File: src/rtl/bcd_cascade_counter.sv
`default_nettype none
// ---------------------------------------------------------------------------
// bcd_cascade_counter : prescaled up/down BCD counter with clamped load
// Rev 1.0
// ---------------------------------------------------------------------------
module bcd_cascade_counter #(
  parameter int NDIG    = 4,
  parameter int DIV     = 50000000,
  parameter int TOP_MOD = 10
) (
  input  logic              mclk,
  input  logic              reset,
  input  logic              en,
  input  logic              up,
  input  logic              load,
  input  logic [4*NDIG-1:0] load_val,
  output logic [4*NDIG-1:0] cnt,
  output logic              tick,
  output logic              wrap
);

  localparam int             c_PW       = (DIV > 1) ? $clog2(DIV) : 1;
  localparam logic [c_PW-1:0] c_PRE_LAST = c_PW'(DIV - 1);

  logic [c_PW-1:0]   r_pre;
  logic [4*NDIG-1:0] r_cnt;
  logic              r_wrap;

  logic [NDIG:0]     w_lo_max;
  logic [NDIG:0]     w_lo_zero;
  logic [4*NDIG-1:0] w_step_val;
  logic [4*NDIG-1:0] w_load_val;
  logic              w_tick;
  logic              w_full;

  assign w_tick       = en && !reset && (r_pre == c_PRE_LAST);
  assign w_lo_max[0]  = 1'b1;
  assign w_lo_zero[0] = 1'b1;

  // A digit steps only when every lower digit is at its terminal value.
  for (genvar i = 0; i < NDIG; i++) begin : g_dig
    localparam logic [3:0] c_MAX = (i == NDIG - 1) ? 4'(TOP_MOD - 1) : 4'd9;
    logic [3:0] w_d;
    logic [3:0] w_ld;

    assign w_d             = r_cnt[4*i +: 4];
    assign w_ld            = load_val[4*i +: 4];
    assign w_lo_max[i+1]   = w_lo_max[i] && (w_d == c_MAX);
    assign w_lo_zero[i+1]  = w_lo_zero[i] && (w_d == 4'd0);
    assign w_load_val[4*i +: 4] = (w_ld > c_MAX) ? c_MAX : w_ld;
    assign w_step_val[4*i +: 4] =
      up ? (w_lo_max[i]  ? ((w_d == c_MAX) ? 4'd0  : w_d + 4'd1) : w_d)
         : (w_lo_zero[i] ? ((w_d == 4'd0)  ? c_MAX : w_d - 4'd1) : w_d);
  end

  assign w_full = up ? w_lo_max[NDIG] : w_lo_zero[NDIG];

  always_ff @(posedge mclk) begin
    if (reset) begin
      r_pre  <= '0;
      r_cnt  <= '0;
      r_wrap <= 1'b0;
    end else if (load) begin
      r_pre  <= '0;
      r_cnt  <= w_load_val;
      r_wrap <= 1'b0;
    end else begin
      if (en) begin
        r_pre <= (r_pre == c_PRE_LAST) ? '0 : r_pre + 1'b1;
      end
      if (w_tick) begin
        r_cnt <= w_step_val;
      end
      r_wrap <= w_tick && w_full;
    end
  end

  assign cnt  = r_cnt;
  assign tick = w_tick;
  assign wrap = r_wrap;

endmodule
`default_nettype wire

File: config.mk
export PLATFORM = sky130hd
export DESIGN_NAME = bcd_cascade_counter
export DESIGN_NICKNAME = d
export VERILOG_FILES = /design/src/rtl/bcd_cascade_counter.sv
export SDC_FILE = /design/constraint.sdc
export NUM_CORES = 1
export LEC_CHECK = 0
export ABC_AREA = 1
export BUFFER_PORTS_ARGS = -buffer_cell sky130_fd_sc_hd__buf_2
export CAP_MARGIN = 40
export CORE_UTILIZATION = 40
export DETAILED_ROUTE_END_ITERATION = 12
export SYNTH_ARGS = -nofsm -noshare
export SYNTH_HDL_FRONTEND = slang
export SYNTH_SLANG_ARGS = --single-unit
File: constraint.sdc
create_clock -name mclk -period 2.7 [get_ports mclk]
set_input_delay 0.27 -clock mclk [delete_from_list [all_inputs] [get_ports mclk]]
set_output_delay 0.27 -clock mclk [all_outputs]
set_load 0.02 [all_outputs]
Word-level counts from Yosys, hierarchy flattened
Cells that the tools add are included.
- register bits: 43
- output and inout port bits: 18
- logic and storage cells: 75
- reductions and logical operators: 22
- eq/ne operators: 8
- $lt $le $gt $ge: 4
- add/subtract/negate cells: 9
- multiplexer cells: 26
- operator list (kind ; count):
    $mux W4 ; 22
    $mux W16 ; 2
    $add A26 B1 Y26 const B ; 1
    $eq A26 B26 Y1 const B ; 1
    $mux W26 ; 1
    $add A4 B1 Y4 const B ; 4
    $eq A4 B4 Y1 const B ; 4
    $gt A4 B4 Y1 const B ; 4
    $logic_not A4 Y1 ; 4
    $sub A4 B1 Y4 const B ; 4
    $logic_and A1 B1 Y1 ; 9
    $ne A3 B1 Y1 const B ; 3
    $reduce_and A3 Y1 ; 3
    $reduce_bool A3 Y1 ; 3
    $reduce_bool A2 Y1 ; 1
    $reduce_or A2 Y1 ; 1
    $logic_not A1 Y1 ; 1
    $mux W1 ; 1

Logic depth before layout (Yosys ltp)
- depth in word-level cells: 7
- gate-level depth with buffers: 11

Least setup slack after synthesis
OpenSTA, ideal clock, no wires.
- path kind: register -> register
- from: register r_pre[0]
- to: register r_pre[10]
- setup slack: 1.202 ns
- period minus slack after synthesis: 1.498 ns
- cell stages (with the launch flop): 12
- required time: 2.573 ns
- arrival: 1.371 ns
- cell sequence: dfxtp_1 -> ha_1 -> nand2_1 -> nor2_2 -> nand2_2 -> nor2_4 -> nand3_2 -> nand2_4 -> inv_2 -> buf_6 -> nand2_1 -> nor2_1
- word-level cells in the longest chain between the ends: 2
- elaborated cells between the ends (all ways): 3
- classes of those cells: add/sub: 1; eq/ne: 1; mux: 1
- RTL lines (element ; RTL line ; RTL):
    start, declared ; 25 ; logic [c_PW-1:0] r_pre;
    start signal, assigned ; 69 ; r_pre <= (r_pre == c_PRE_LAST) ? '0 : r_pre + 1'b1;
    $add A26 B1 Y26 or $eq A26 B26 Y1 (tied branches) ; 69 ;
    $mux W26 (*) ; 69 ;
Every way passes the cells marked *; elsewhere a longest branch is shown, timed or not.
A chain may end at the register's enable or synchronous reset.

Worst setup path in the final report
- from: register r_pre[0]
- to: register r_cnt[9] (netlist: cnt[9])
- word-level cells in the longest chain between the ends: 4
- RTL lines (element ; RTL line ; RTL):
    $eq A26 B26 Y1 ; 36 ; assign w_tick = en && !reset && (r_pre == c_PRE_LAST);
    $logic_and A1 B1 Y1 ; 36 ;
    $reduce_bool A2 Y1 (no line) ; n/a ;
    $reduce_and A3 Y1 (no line) ; n/a ;
    end signal, assigned ; 65 ; r_cnt <= w_load_val;
    end signal, assigned ; 72 ; r_cnt <= w_step_val;
    end, declared ; 26 ; logic [4*NDIG-1:0] r_cnt;
No other way between the ends.

==> qor.yml <==
num-nets-final: 578
drt-pass1-iter-count: 4
top_level_ports: 39
clock_slew_at_the_register_clock_pins_of_the_worst_setup_and_hold_paths_ns: 0.09
dr.first_iter.drc_count: 163
critical_path.startpoint_type: "flip-flop"
endpoints_failing_hold: 0
mappedNetlistArea_um2: 3090
row_count: 31
timing.slew.headroom_pct: 59.7
cts_htree_levels: 2
max_clock_freq_mhz: 509
syn_inst: 521
leakagePower_nw: 1.50
cp_slowest_stage_delay_ns: 0.45
final_layout_size_suffix_gt1_share_pct: 14.0
critical_path.max_fanout: 30
max-cap-violations: 0
grt_max_degree: 31
yosys_warnings: 0
rsz_0062_raised_after_global_routing: "no"
grt_pass1_vias: 3098
result_of_the_run: "complete, no violations"
layout.cells.non_filler: 656
synth_seq_cells: 43
crit_path_end_kind: "flip-flop"
synth_top_area_share_pct: 27.8
postCtsSetupBuffers: 0
post_cts.resized_instances: 0
tritoncts: "built"
timing_worst_setup_path_type: "reg -> reg"
clk-insertion-delay-late_ns: 0.30
wirelength_um: 8090
num_vias: 3334
finalSetupViolations: 0
overflow: 0
fp.dieH_um: 89.9
synth_top_cell_by_area: "sky130_fd_sc_hd__dfxtp_1"
grt.total_usage_pct: 20.6
fin_skew_ns: 0.00730
hold_buffers: 0
dpl.hpwl_um: 6040
synth-seq-area-share_pct: 27.8
antennaDiodeCount: 0
flow.area_growth_from_synthesis_pct: 10.2
hold_path.class: "in -> reg"
cp.required_ns: 2.90
layout.cells.most_common: "sky130_fd_sc_hd__nand2_1"
detail_route.drc_violations: 0
finalSetupTns_ns: 0
synth_nets: 543
avgRoutedWirePerCell_um: 12.3
placement.io_buffers: 38
yosysUniqueCellTypes: 36
crit_path_top_delay_cell: "sky130_fd_sc_hd__nand2_2"
critical_path.top_delay_family: "simple AND/OR/NAND/NOR gates"
cts.path.max_buffers: 2
cellPowerDensity_nw_per_um2: 416
tritoncts.num_buffers: 5
place_inst: 648
critical_path.cell_chain: "ha_1 -> nand2_1 -> nor2_2 -> nand2_2 -> nor2_4 -> nand3_2 -> nand2_2 -> nand3_1 -> nand2_1 -> nor2_1"
synthTopCellsByArea: "sky130_fd_sc_hd__dfxtp_1 28%, sky130_fd_sc_hd__nand2_1 17%, sky130_fd_sc_hd__nor2_1 13%, sky130_fd_sc_hd__inv_1 6.7%, sky130_fd_sc_hd__nand3_1 6.6%"
antenna_left: 0
start_util_pct: 42.0
cts.sinks: 43
ctsRootBufferMaster: "sky130_fd_sc_hd__clkbuf_8"
die_width_um: 89.9
core_um2: 7370
grt_antenna_before_repair: 0
grt_pass1_wl_um: 13800
syn_avg_cell_area_um2: 5.94
commonest_non_fill_non_tap_cells_in_the_layout: "144 x sky130_fd_sc_hd__nand2_1, 106 x sky130_fd_sc_hd__nor2_1, 55 x sky130_fd_sc_hd__inv_1"
critical_path.n_buffers_inverters: 0
post-route-period-util_pct: 72.8
vdd.ir_drop.worst_mv: 0.243
final.min_clock_period_ns: 1.96
worst-endpoint-arrival_ns: 2.17
timing_worst_slew_pin_value_ns: 0.604
design.die.area_um2: 8090
final-max-slew-violation-count: 0
place.gp.congestion: 0.912
detail_route.vias_per_cell: 5.08
-- tightest hold or removal path, delay by kind of cell --
kind | cells | cell delay (ns)
AND/OR/NAND/NOR | 3 | 0.19
buffers and inverters | 1 | 0.07
AO/OA/AOI/OAI | 1 | 0.05
-- synth_stat cells, drive strengths merged --
master	instances
o311ai	1
nand4	10
nand3b	1
o211ai	4
o21ai	16
nor3b	4
nor2	119
nor3	10
xor2	4
o221ai	1
nor4	5
dfxtp	43
o22ai	1
a21oi	27
nand2	151
a211oi	5
inv	62
and3	1
xnor2	1
o211a	1
ha	1
buf	10
nand3	43
-- flip-flops by register name, summed over array words and instances, names as in the netlist --
signal / count
r_pre: 26
cnt: 16
wrap: 1
-- logic make-up after synthesis --
group | Yosys count | synth area share, %
AO/OA/AOI/OAI | 56 | 10.8
XOR/XNOR | 5 | 1.42
buffers and inverters | 72 | 10.1
flip-flops | 43 | 27.8
adder cells (fa/ha/maj) | 1 | 0.404
AND/OR/NAND/NOR | 344 | 49.4
-- per-stage QoR --
step           area [µm²]  hold WS, ns  worst slack [ns]  total power, W  utilization (%)
3_5_place_dp         3330        0.472             0.761         0.00101             45.1
3_3_place_gp         3330        0.460             0.775         0.00101             45.1
5_1_grt              3410        0.324             0.491         0.00150             46.2
2_1_floorplan        3090        0.446              1.20        0.000931                -
6_report             3410        0.312             0.735         0.00142             46.2
4_1_cts              3410        0.309             0.748         0.00143             46.2
-- metal layers --
metal | up-vias | global-route usage, % | part of all wire (%)
met5 | - | 0 | 0
met4 | 0 | 6.45 | 1.4
met2 | 79 | 37.3 | 49
li1 | 1743 | - | -
met1 | 1500 | 25.1 | 45
met3 | 12 | 2.62 | 4.2
-- final cells by class --
cell class	count	area, µm²
clock buffer	7	76.3
clock inverter	1	5.00
fill	809	3960
inverter	62	233
multi-input combinational	406	1920
sequential	43	861
tap	99	124
timing repair buffer	38	190
-- path summary, 6_finish.rpt --
kind | start | end | slack [ns] | cells after the start
worst max-delay path | r_pre[0] | cnt[9] | 0.74 | 10
worst min-delay path | load_val[0] | cnt[0] | 0.31 | 5
worst max register to register | r_pre[0] | cnt[9] | 0.74 | 10
worst min register to register | r_pre[12] | r_pre[12] | 0.48 | 2
-- report_power, final --
| group | switching [W] | internal (W) | total (W) |
|---|---|---|---|
| Sequential | 0.0000426 | 0.000655 | 0.000697 |
| Clock | 0.000236 | 0.000182 | 0.000418 |
| Combinational | 0.000198 | 0.000103 | 0.000301 |
| Total | 0.000476 | 0.000940 | 0.00142 |
No activity file was read; power rests on OpenSTA's default activity.
